`config.mk`:
```
export PLATFORM = sky130hd
export DESIGN_NAME = switch_setting_sequencer
export DESIGN_NICKNAME = d
export VERILOG_FILES = /design/src/rtl/switch_pkg.sv /design/src/rtl/word_debounce.sv /design/src/rtl/switch_setting_sequencer.sv
export SDC_FILE = /design/constraint.sdc
export NUM_CORES = 1
export LEC_CHECK = 0
export CORE_MARGIN = 2
export CORE_UTILIZATION = 49
export DETAILED_ROUTE_END_ITERATION = 8
export PLACE_DENSITY = 0.82
export SKIP_CTS_REPAIR_TIMING = 1
export SYNTH_ARGS = -nofsm -noshare
export SYNTH_HDL_FRONTEND = slang
export SYNTH_SLANG_ARGS = --single-unit
```
`constraint.sdc`:
```
create_clock -name clk -period 2.7 [get_ports clk]
set_input_delay 0.405 -clock clk [delete_from_list [all_inputs] [get_ports clk]]
set_output_delay 0.405 -clock clk [all_outputs]
set_load 0.05 [all_outputs]
```
`src/rtl/switch_pkg.sv`:
```
`default_nettype none
// ============================================================================
//  Module  : switch_pkg
//  Purpose : Shared types and constants for the switch-word sequencer and the
//            mod-80 / mod-81 divider pair it drives.
//  Ports   : none (package)
//  Rev     : 1.0  initial release
// ============================================================================
package switch_pkg;

    // Widths of the switch word and of the divider remainders
    localparam int W_WIDTH   = 13;
    localparam int R_WIDTH   = 7;

    // Divisors implemented by the divider wrapper (A = W mod 80, B = W mod 81)
    localparam int DIVISOR_A = 80;
    localparam int DIVISOR_B = 81;

    // Sequencer states
    typedef enum logic [1:0] {
        IDLE  = 2'd0,
        LOAD  = 2'd1,
        WAIT  = 2'd2,
        LATCH = 2'd3
    } state_e;

    // Larger of two integers, used to size shared counters
    function automatic int max2(input int a, input int b);
        return (a > b) ? a : b;
    endfunction

endpackage : switch_pkg
`default_nettype wire

```
`src/rtl/word_debounce.sv`:
```
`default_nettype none
// ============================================================================
//  Module  : word_debounce
//  Purpose : Tracks a multi-bit input word and flags when it has held the same
//            value for STABLE_CYCLES consecutive cycles.
//  Ports   : clk      - rising-edge clock
//            reset_n  - asynchronous active-low reset
//            din      - raw input word (may change any cycle)
//            cand     - candidate word (din delayed one cycle)
//            stable   - high while cand has been unchanged for STABLE_CYCLES
//  Rev     : 1.0  initial release
// ============================================================================
module word_debounce #(
    parameter int WIDTH         = 13,
    parameter int STABLE_CYCLES = 4
) (
    input  logic             clk,
    input  logic             reset_n,
    input  logic [WIDTH-1:0] din,
    output logic [WIDTH-1:0] cand,
    output logic             stable
);

    localparam int CW = $clog2(STABLE_CYCLES + 1);

    logic [WIDTH-1:0] cand_q;
    logic [CW-1:0]    cnt_q;
    logic [CW-1:0]    cnt_d;

    // Counter restarts whenever the input disagrees with the candidate and
    // saturates once the stability window has been reached.
    always_comb begin
        cnt_d = cnt_q;
        if (din != cand_q) begin
            cnt_d = '0;
        end else if (cnt_q != CW'(STABLE_CYCLES)) begin
            cnt_d = cnt_q + CW'(1);
        end
    end

    always_ff @(posedge clk or negedge reset_n) begin
        if (!reset_n) begin
            cand_q <= '0;
            cnt_q  <= '0;
        end else begin
            cand_q <= din;
            cnt_q  <= cnt_d;
        end
    end

    assign cand   = cand_q;
    assign stable = (cnt_q == CW'(STABLE_CYCLES));

endmodule : word_debounce
`default_nettype wire

```
`src/rtl/switch_setting_sequencer.sv`:
```
`default_nettype none
// ============================================================================
//  Module  : switch_setting_sequencer
//  Purpose : Debounces the switch word W, loads it into the mod-80/mod-81
//            divider pair once per accepted word, waits for the dividers, then
//            latches the remainders as PWM counts A/B and enables gen_PWM.
//  Ports   : clk, reset_n        - clock, asynchronous active-low reset
//            W                   - raw switch word
//            div_W / div_load    - word and one-cycle load pulse to dividers
//            div_done/div_A/div_B- divider completion and remainders
//            A / B               - latched PWM counts
//            pwm_en / pwm_load   - PWM enable, one-cycle update pulse
//            busy                - high outside IDLE
//            timeout             - sticky divider-timeout error
//  Rev     : 1.0  initial release
// ============================================================================
module switch_setting_sequencer
    import switch_pkg::*;
#(
    parameter int W_WIDTH       = switch_pkg::W_WIDTH,
    parameter int R_WIDTH       = switch_pkg::R_WIDTH,
    parameter int STABLE_CYCLES = 4,
    parameter int BLANK_CYCLES  = 2,
    parameter int TIMEOUT       = 64
) (
    input  logic               clk,
    input  logic               reset_n,
    input  logic [W_WIDTH-1:0] W,
    output logic [W_WIDTH-1:0] div_W,
    output logic               div_load,
    input  logic               div_done,
    input  logic [R_WIDTH-1:0] div_A,
    input  logic [R_WIDTH-1:0] div_B,
    output logic [R_WIDTH-1:0] A,
    output logic [R_WIDTH-1:0] B,
    output logic               pwm_en,
    output logic               pwm_load,
    output logic               busy,
    output logic               timeout
);

    localparam int CNT_W = $clog2(max2(STABLE_CYCLES, TIMEOUT) + 1);

    state_e             state_q, state_d;
    logic [W_WIDTH-1:0] div_W_q, div_W_d;
    logic [R_WIDTH-1:0] A_q, A_d;
    logic [R_WIDTH-1:0] B_q, B_d;
    logic               valid_q, valid_d;
    logic               pending_q, pending_d;
    logic               timeout_q, timeout_d;
    logic               pwm_en_q, pwm_en_d;
    logic [CNT_W-1:0]   wcnt_q, wcnt_d;

    logic [W_WIDTH-1:0] cand;
    logic               stable;
    logic               accept;

    word_debounce #(
        .WIDTH        (W_WIDTH),
        .STABLE_CYCLES(STABLE_CYCLES)
    ) u_debounce (
        .clk    (clk),
        .reset_n(reset_n),
        .din    (W),
        .cand   (cand),
        .stable (stable)
    );

    // A word is accepted only if it differs from what the dividers already hold
    assign accept = stable && (cand != div_W_q);

    always_comb begin
        state_d   = state_q;
        div_W_d   = div_W_q;
        A_d       = A_q;
        B_d       = B_q;
        valid_d   = valid_q;
        pending_d = pending_q;
        timeout_d = timeout_q;
        wcnt_d    = wcnt_q;

        case (state_q)
            IDLE: begin
                if (accept) begin
                    // Word is presented together with the load pulse
                    div_W_d = cand;
                    state_d = LOAD;
                end
            end
            LOAD: begin
                pending_d = 1'b0;
                wcnt_d    = '0;
                state_d   = WAIT;
            end
            WAIT: begin
                // div_W is frozen while the dividers run; remember the request
                if (accept) begin
                    pending_d = 1'b1;
                end
                // Early done may be left over from the previous word
                if ((wcnt_q >= CNT_W'(BLANK_CYCLES)) && div_done) begin
                    state_d = LATCH;
                end else if (wcnt_q == CNT_W'(TIMEOUT - 1)) begin
                    timeout_d = 1'b1;
                    valid_d   = 1'b0;
                    state_d   = IDLE;
                end else begin
                    wcnt_d = wcnt_q + CNT_W'(1);
                end
            end
            LATCH: begin
                A_d       = div_A;
                B_d       = div_B;
                valid_d   = 1'b1;
                timeout_d = 1'b0;
                if (pending_q) begin
                    div_W_d = cand;
                    state_d = LOAD;
                end else begin
                    state_d = IDLE;
                end
            end
            default: begin
                state_d = IDLE;
            end
        endcase

        // Registered enable: follows the state being entered
        pwm_en_d = valid_d && (state_d == IDLE);
    end

    always_ff @(posedge clk or negedge reset_n) begin
        if (!reset_n) begin
            state_q   <= IDLE;
            div_W_q   <= '0;
            A_q       <= '0;
            B_q       <= '0;
            valid_q   <= 1'b0;
            pending_q <= 1'b0;
            timeout_q <= 1'b0;
            pwm_en_q  <= 1'b0;
            wcnt_q    <= '0;
        end else begin
            state_q   <= state_d;
            div_W_q   <= div_W_d;
            A_q       <= A_d;
            B_q       <= B_d;
            valid_q   <= valid_d;
            pending_q <= pending_d;
            timeout_q <= timeout_d;
            pwm_en_q  <= pwm_en_d;
            wcnt_q    <= wcnt_d;
        end
    end

    assign div_W    = div_W_q;
    assign div_load = (state_q == LOAD);
    assign pwm_load = (state_q == LATCH);
    assign busy     = (state_q != IDLE);
    assign A        = A_q;
    assign B        = B_q;
    assign pwm_en   = pwm_en_q;
    assign timeout  = timeout_q;

endmodule : switch_setting_sequencer
`default_nettype wire

```
==> run summary <==
A synthesized cell averages 12.8 um^2. The total of warnings raised by yosys is 0. The multiplexer area fraction after synthesis is 13.4%. The kind of path behind the tightest hold check is primary input to asynchronous set/reset pin. The pre-CTS setup slack came out at 0.588 ns. Compared with the post-synthesis result, the final layout area differs by 30.8%. The worst setup path is launched from a register. Dividing the detail-routed wire length by the instance count gives 15.1 um. The XOR/XNOR share of the synthesized area is between 10% and 20%. In this run the worst path has a maximum fanout of 4. The area share of the largest cell type after synthesis came out at 54.9%.

The total CTS buffers is 5. Of all flip-flops after synthesis, the portion carrying an async set or reset was between 90% and 100%. Yosys mapped the design onto 34 distinct sky130hd cell types. The die extent in x is 76.2 um.

The I/O pin total is 62. The overall die height came out at between 70 and 80 um. On the final layout, the worst clock skew is 0.00472 ns. The post-synthesis share of cell area spent on and, or, nand and nor gates is ~7.6%. The first global-routing pass estimated 8720 um of wire.

The clock sink count came out at between 50 and 60. The share of layout cells above drive strength 1 came out at between 10% and 20%. Yosys attributes the largest share of cell area to sky130_fd_sc_hd__dfrtp_1 55%, sky130_fd_sc_hd__mux2_2 7.5%, sky130_fd_sc_hd__xor2_1 6.2%, sky130_fd_sc_hd__mux2_4 5.9%, sky130_fd_sc_hd__xnor2_1 4.5%. Setup violations remaining at the end of the flow were counted as 0.

The path depth of the worst reg2reg path is 7. For this run, the register share of the synthesized area comes to 54.9%. The number of endpoints with negative hold slack in the final report is 0. The number of antenna violations at the first check in global routing is 0. The critical setup path kind is register to primary output.

The leakage power summed over all cells came out at 0.00148 uW. The main flop type after synthesis is sky130_fd_sc_hd__dfrtp_1. The data arrival time of the critical path came out at about 1.9 ns. The number of slew-limit violations in the final report came out at 0. The main combinational cell family by area after synthesis is multiplexers.

The cell count after synthesis came out at 199. For the pin with the worst max-slew slack, the measured transition is 0.563 ns. Buffers placed on the I/O ports in this run total 61. The max-cap violation count came out at 0. The maximum clock rate is 0.427 GHz. For this block, the initial DRC count from the detailed router was 88. The via count of the first global-routing pass is 1,798.

The number of enable flip-flop cells after synthesis is 0. Entering global routing, the biggest net connects 27 pins. In the final timing run, aggregate negative setup slack is 0 ns. The critical path required time is 2.30 ns. Clock tree synthesis selected as its root buffer the cell sky130_fd_sc_hd__clkbuf_8. Setup repair after global routing left no endpoint under its margin.

The total via count in the routed design is 1,717. In this run the standard cell core region covers around 5100 um^2. The count of unresolved DRC violations after routing is 0. The final antenna diode count came out at 0. The synthesized design spends more area on one cell type than any other, namely sky130_fd_sc_hd__dfrtp_1. Summed over all nets, the switching power comes to 917 uW. The share of total power dissipated in combinational logic is a little under two fifths. The run finished with clean final reports. In this run the deepest clock path goes through 2 buffers. TritonCTS built the clock tree. The number of routed nets with antenna violations came out at 0. VDD sags by at most 0.465 mV. For this run, the post-layout net count is between 300 and 400.

The library cells used most frequently in the layout, excluding fill and tap cells, are 59 x sky130_fd_sc_hd__clkdlybuf4s50_1, 56 x sky130_fd_sc_hd__dfrtp_1, 18 x sky130_fd_sc_hd__xor2_1. Dividing the detail-routed via count by the number of cells gives approximately 5.1. The initial cell density of the core came out at 50.3%. Clock latency on the worst-skew pair, taken at its later pin, is 0.31 ns. The die footprint came out at 5800 um^2.

The worst setup path is captured at a primary output. The flip-flop and latch count after synthesis is 56. The post-synthesis instance area came out at 2550 um^2.

The internal power came out at 1560 uW. The net switching share of the total power is 37.0%. The final wirelength is about 5100 um. Clock-pin slew was measured on the worst setup and hold paths at around 0.10 ns. Of the total power, the clock network draws a little under a fifth. The worst path needs roughly 2.3 ns of the cycle, external delays included. The power density normalized to cell area came out at ~740 nW/um^2. Global routing consumed, over all layers together, 19.0% of the routing resources. The compound-cell area share of the yosys netlist is 6.57%. The floorplan has 26 rows.

The pre-antenna-repair detailed-routing pass consisted of 4 iterations. In the finished design, the share of the clock period the worst path needs comes to 86.6%. The register share of total power is 43.5%.

The placed wire-length estimate after detailed placement is 3840 um. The least setup slack across all paths after layout came out at roughly 0.36 ns. The relative max-transition margin is 62.5%. The H-tree was split into 2 levels. The library cell used most frequently in the layout, excluding fill and tap cells, is sky130_fd_sc_hd__clkdlybuf4s50_1. Synthesis produced a netlist with a net count of 238. The total grt overflow came out at 0.

The arithmetic-cell share of the synthesized area counting full adders, half adders and majority gates came out at 4.41%. The final weighted congestion in routability-driven placement is between 0.8 and 0.9.
sequential cells by signal, summed over array words and instances (netlist names):
signal            flops
valid_q               1
u_debounce.cnt_q      3
div_W                13
pending_q             1
pwm_en                1
A                     7
wcnt_q                7
u_debounce.cand      13
B                     7
timeout               1
state_q               2
critical path: stages (launching register included):
cell and delay, ns:
sky130_fd_sc_hd__dfrtp_1 0.41, sky130_fd_sc_hd__inv_1 0.11, sky130_fd_sc_hd__ha_1 0.25, sky130_fd_sc_hd__inv_1 0.06
sky130_fd_sc_hd__clkdlybuf4s50_1 0.80
power by group through the flow:
| stage | Clock (uW) | Sequential [uW] | Combinational (uW) |
|---|---|---|---|
| after floorplan | 0 | 1450 | 224 |
| after global placement | 0 | 1080 | 921 |
| after global routing | 510 | 1100 | 963 |
| after detailed placement | 0 | 1090 | 929 |
| final | 473 | 1080 | 926 |
| after CTS | 483 | 1080 | 933 |
cell type report:
class	instances	area [um^2]
inverter	10	37.5
clock buffer	7	86.3
timing repair buffer	65	633
tap	70	87.6
sequential	56	1400
multi-input combinational	128	1090
clock inverter	1	7.51
fill	396	1730
final timing paths:
check	end	slack, ns	startpoint
min	u_debounce.cand[0]$_DFF_PN0_	0.07	reset_n
max reg2reg	div_W[0]$_DFFE_PN0P_	0.57	u_debounce.cand[10]$_DFF_PN0_
max in group asynchronous	B[1]$_DFFE_PN0P_	1.97	reset_n
min reg2reg	valid_q$_DFF_PN0_	0.47	valid_q$_DFF_PN0_
min in group clk	valid_q$_DFF_PN0_	0.47	valid_q$_DFF_PN0_
max	busy	0.36	state_q[0]$_DFF_PN0_
synth_stat cells, types with 2 or more instances:
master,count
sky130_fd_sc_hd__a21o_1,3
sky130_fd_sc_hd__ha_1,9
sky130_fd_sc_hd__xor2_1,18
sky130_fd_sc_hd__nand2_1,8
sky130_fd_sc_hd__a31oi_1,2
sky130_fd_sc_hd__nand3_1,5
sky130_fd_sc_hd__a31o_2,2
sky130_fd_sc_hd__a21oi_1,3
sky130_fd_sc_hd__mux2_2,17
sky130_fd_sc_hd__nor2_1,8
sky130_fd_sc_hd__mux2_4,10
sky130_fd_sc_hd__o21ai_0,4
sky130_fd_sc_hd__nor3_1,2
sky130_fd_sc_hd__nand4_1,4
sky130_fd_sc_hd__and3_1,2
sky130_fd_sc_hd__dfrtp_1,56
sky130_fd_sc_hd__xnor2_1,13
sky130_fd_sc_hd__inv_1,10
sky130_fd_sc_hd__a41o_1,2
sky130_fd_sc_hd__nor4_1,5
sky130_fd_sc_hd__clkbuf_1,3
kinds of logic (layout without fill, tap and decap cells):
family,count (synthesis),in the layout
AO/OA/AOI/OAI,23,23
XOR/XNOR,31,31
adder cells (fa/ha/maj),9,9
buffers and inverters,15,83
flip-flops,56,56
multiplexers,27,27
AND/OR/NAND/NOR,38,38
per-stage QoR:
stage	hold WS, ns	instances	util (%)	area [um^2]	power (uW)
2_1_floorplan	0.109	199	-	2550	1680
3_3_place_gp	0.426	329	64.0	3250	2000
3_5_place_dp	0.431	329	64.0	3250	2020
4_1_cts	0.0951	337	65.8	3340	2490
5_1_grt	0.130	337	65.8	3340	2570
6_report	0.0747	337	65.8	3340	2480
layer usage:
layer	track usage (%)	vias up	routed length (um)
met5	0	-	0
met4	5.45	0	60
met3	4.62	7	245
met2	32.9	48	2480
met1	24.0	836	2300
li1	-	826	-
Note: power is estimated with default switching activity, not from simulation.
==> edit 1 (config.mk and constraints unchanged) <==
The 4 states of `state_e` get a one-hot encoding in 4 bits.
--- a/src/rtl/switch_pkg.sv
+++ b/src/rtl/switch_pkg.sv
@@ -17,11 +17,11 @@
     localparam int DIVISOR_B = 81;
 
     // Sequencer states
-    typedef enum logic [1:0] {
-        IDLE  = 2'd0,
-        LOAD  = 2'd1,
-        WAIT  = 2'd2,
-        LATCH = 2'd3
+    typedef enum logic [3:0] {
+        IDLE  = 4'b0001,
+        LOAD  = 4'b0010,
+        WAIT  = 4'b0100,
+        LATCH = 4'b1000
     } state_e;
 
     // Larger of two integers, used to size shared counters
Formal check against the unedited RTL: same outputs for any inputs over 10 cycles, from zero or initial values and one cycle with reset_n low; not proved beyond that.
==> edit 1 against the original RTL <==
  * Sequential cell count up 2
  * Design area up 4.5%
  * Area after synthesis about the same
  * Cell count up 0.30%
  * Maximum frequency down 8.2%
  * Worst setup slack worse by 0.21 ns
  * Sequential share of layout area down 0.35 points
  * Global-route usage down 0.81 points
  * Clock skew up 0.0016 ns
  * Wire length down 5.7%
  * First-iteration DRC count up 27%
  * Worst hold slack better by 0.037 ns
Power is not compared: it rests on default switching activity, and its combinational part moved more than twofold at a synthesized area within 25%.
==> edit 1: results (changes against the original RTL) <==
[status]
status = complete, no violations

[synth]
yosysMostFrequentCell = dfrtp_1
synthTopCellsByCount = 57 x dfrtp_1, 21 x xnor2_1, 19 x mux2_2
synth_nets = 224  ; -5.9%
synthArstFlopShare = 1.00  ; unchanged
ys_types = 36  ; +5.9%
synth.area.top_cells = dfrtp_1 56%, mux2_2 8.4%, xnor2_1 7.2%, mux2_4 4.7%, xor2_1 3.1%
ys_seq_area_frac = 0.568  ; +0.0195

[detailed_routing]
post_drt_wl_per_cell_um = 14.2  ; -6.0%
ant_nets = 0  ; unchanged
drt_iter0_markers = 112  ; +27%
num_vias = 1686  ; -1.8%
drt_first_pass_iters = 6  ; +2

[min_path]
hold_path.class = in2async

[sta]
slew-limit-headroom = 0.535  ; -0.0894
maxSlewViolCount = 0  ; unchanged
setup_tns_ns = 0  ; unchanged
clock_skew_ns = 0.00634  ; +0.00162 ns

[final_layout]
drive_gt1_frac = 0.216  ; +0.0591
clk_share = 0.0627  ; +0.0346
register_area_um2 = 1450  ; +3.7%
bufAreaShareNonClock = 0.186  ; -0.00320
inverters_excl_clock = 5  ; -5
diodes = 0  ; unchanged
multi_input_area_share = 0.305  ; -0.0209
nClkBuffers = 11  ; +4
nFillCells = 385  ; -2.8%
n_all_buffers = 66  ; +1.5%
multi_input_gates = 123  ; -3.9%
flops_and_latches = 58  ; +3.6%
fin_nets = 297  ; -2.6%

[grt]
grt_max_degree = 32  ; +19%
grt_pass1_vias = 1807  ; +0.50%
grt_pass1_wl_mm = 8.31  ; -4.7%
antenna_found_initial = 0  ; unchanged
grt_use_total = 0.182  ; -0.00810

[place]
dp_hpwl_mm = 3.63  ; -5.5%
gp_congestion = 0.730  ; -11%
post-place-ws_ns = 0.494  ; -0.0947 ns
portBuffers = 61  ; unchanged

[power_and_ir_drop]
leakage_nw = 1.55
max-vdd-ir-drop_mv = 0.419
sw_frac_of_total = 0.200

[critical_path]
cp.arrival_ns = 2.14  ; +0.21 ns
path_max_fanout = 6  ; +2
cpMaxStageDelayCell = clkdlybuf4s50_1
max_stage_delay_ns = 0.72  ; -0.08 ns

[cts]
cts.htree.levels = 3  ; +1
cts_root_buffer = clkbuf_8
path_clk_slew_ns = 0.06  ; -0.04 ns
clk_latency_ns = 0.33  ; +0.02 ns
cts_made_buffers = 9  ; +4

-- edit 1: cell types whose count changed after synthesis, moves of 3 or more --
cell | unedited run | this run
inv_1 | 10 | 5
ha_1 | 9 | 4
xnor2_1 | 13 | 21
xor2_1 | 18 | 9
nand2_1 | 8 | 13
mux2i_1 | 0 | 3
-- edit 1: final timing paths --
check                                 from             endpoint  slack, ns  depth (start not counted)
worst min register to register     valid_q              valid_q       0.48                          1
worst min-delay path               reset_n                 A[3]       0.11                          1
max in group asynchronous          reset_n  u_debounce.cnt_q[0]       1.93                          2
worst max register to register  state_q[0]             div_W[2]       0.58                          4
worst max-delay path            state_q[0]                 busy       0.15                          2
min in group clk                   valid_q              valid_q       0.48                          1
-- edit 1: cells by family (layout without fill, tap and decap cells) --
group | Yosys count | count (layout) | synth area share
flip-flops | 58 | 58 | 0.568
XOR/XNOR | 30 | 30 | 0.103
buffers and inverters | 9 | 87 | 0.0181
adder cells (fa/ha/maj) | 4 | 4 | 0.0196
AO/OA/AOI/OAI | 12 | 12 | 0.0431
AND/OR/NAND/NOR | 47 | 47 | 0.106
multiplexers | 30 | 30 | 0.142
-- edit 1: metrics by stage --
stage | power (mW) | utilization | cell area (um^2) | cells
floorplan | 0.931 | - | 2560 | 190
detailed placement | 1.00 | 0.645 | 3270 | 322
global route | 1.92 | 0.688 | 3490 | 338
CTS | 1.87 | 0.688 | 3490 | 338
finish | 1.85 | 0.688 | 3490 | 338
global placement | 1.00 | 0.645 | 3270 | 322
-- edit 1: layer usage --
layer	GRT usage	share of wire	up-vias
met4	0.0818	0.020	0
li1	-	-	813
met3	0.0391	0.039	9
met1	0.237	0.44	830
met5	0	0	-
met2	0.295	0.50	34
==> edit 2 (same flow settings) <==
Without the edit above. The package constant `W_WIDTH` goes from 13 to 11.
--- a/src/rtl/switch_pkg.sv
+++ b/src/rtl/switch_pkg.sv
@@ -9,7 +9,7 @@
 package switch_pkg;
 
     // Widths of the switch word and of the divider remainders
-    localparam int W_WIDTH   = 13;
+    localparam int W_WIDTH   = 11;
     localparam int R_WIDTH   = 7;
 
     // Divisors implemented by the divider wrapper (A = W mod 80, B = W mod 81)
Interface: changed (resized W and div_W); port bits go from 62 to 58. No check against the original RTL was run, so the function may have changed too.
==> edit 2 against the original RTL <==
  * Worst setup slack improved by 0.024 ns
  * Wire length decreased by 10%
  * Area after synthesis decreased by 4.2%
  * Design area decreased by 4.5%
  * Utilization increased by 1.3 points
  * Count of clock-buffer cells in the layout decreased by 2
  * Sequential cell count decreased by 4
  * Worst hold slack improved by 0.025 ns
Power is not compared: it rests on default switching activity, and its combinational part moved more than twofold at a synthesized area within 25%.
==> edit 2: results (changes against the original RTL) <==
[grt]
met2_usage = 0.275  ; -0.0533
grt_pass1_wl_mm = 7.48  ; -14%
met1_usage = 0.240  ; about the same
grt_pass1_vias = 1638  ; -8.9%
grt_max_degree = 30  ; +11%
globalRouteMet3Util = 0.0442  ; -0.00203

[place]
gp_congestion = 0.798  ; -2.6%
placed_cells_incl_taps = 317  ; -3.6%
portBuffers = 57  ; -6.6%
dpl_cell_area_um2 = 3100  ; -4.5%

[status]
status = complete, no violations

[sta]
max_freq_mhz = 432  ; +1.0%
worstMarginPinSlew_ns = 0.623  ; +0.0595 ns

[detailed_routing]
vias_per_cell = 5.27  ; +3.4%
num_vias = 1712  ; -0.29%
drt_iter0_markers = 110  ; +25%

[synth]
synth_nets = 230  ; -3.4%
ys_types = 42  ; +24%
synth.area.top_cells = dfrtp_1 53%, mux2_2 6.9%, mux2_4 6.1%, ha_1 4.6%, xnor2_1 4.3%
ys_seq_area_frac = 0.532  ; -0.0168
synthTopCellsByCount = 52 x dfrtp_1, 15 x mux2_2, 12 x inv_1, 12 x xnor2_1, 11 x xor2_1
postSynthCellCount = 193  ; -3.0%

[final_layout]
fin_nets = 294  ; -3.6%
nFillCells = 366  ; -7.6%
drive_gt1_frac = 0.174  ; +0.0171

[critical_path]
cp.arrival_ns = 1.91  ; -0.02 ns

-- edit 2: cell count changes after synthesis, sizes merged, moves of 3 or more --
cell and delta:
dfrtp -4, a21oi +7, clkbuf -3, nor3 +3, xor2 -7, nor2 -5
-- edit 2: path summary, 6_finish.rpt --
check | from | endpoint | slack [ns] | cells after the start
hold reg to reg | valid_q | valid_q | 0.48 | 1
setup / recovery | state_q[0] | busy | 0.38 | 4
setup reg to reg | u_debounce.cnt_q[0] | div_W[10] | 0.63 | 7
min in group clk | valid_q | valid_q | 0.48 | 1
hold / removal | reset_n | wcnt_q[2] | 0.10 | 1
max in group asynchronous | reset_n | A[4] | 1.97 | 2
-- edit 2: where the power goes --
group	internal [mW]	switching, mW
logic	0.911	1.30
registers	1.02	0.183
clock network	0.184	0.259
-- edit 2: cells by family after synthesis --
kind of cell / after synthesis / synth area share
AOI/OAI and AO/OA: 31 / 0.0916
xor gates and xnor gates: 23 / 0.0824
adders and majority gates: 9 / 0.0460
buffers and inverters: 16 / 0.0281
DFF: 52 / 0.532
muxes: 25 / 0.130
and+or+nand+nor: 37 / 0.0895
-- edit 2: area by class of cell --
cell class / instances / share of cell area
Tap cell: 67 / 0.0263
Clock buffer: 5 / 0.0216
Inverter: 12 / 0.0141
Multi-Input combinational cell: 125 / 0.337
Clock inverter: 3 / 0.00667
Sequential cell: 52 / 0.408
Timing Repair Buffer: 61 / 0.186
-- edit 2: routing by layer --
layer / up-vias / routed length (um)
met5: - / 0
met3: 11 / 239
met4: 0 / 86
met2: 49 / 2180
met1: 838 / 2070
li1: 814 / -
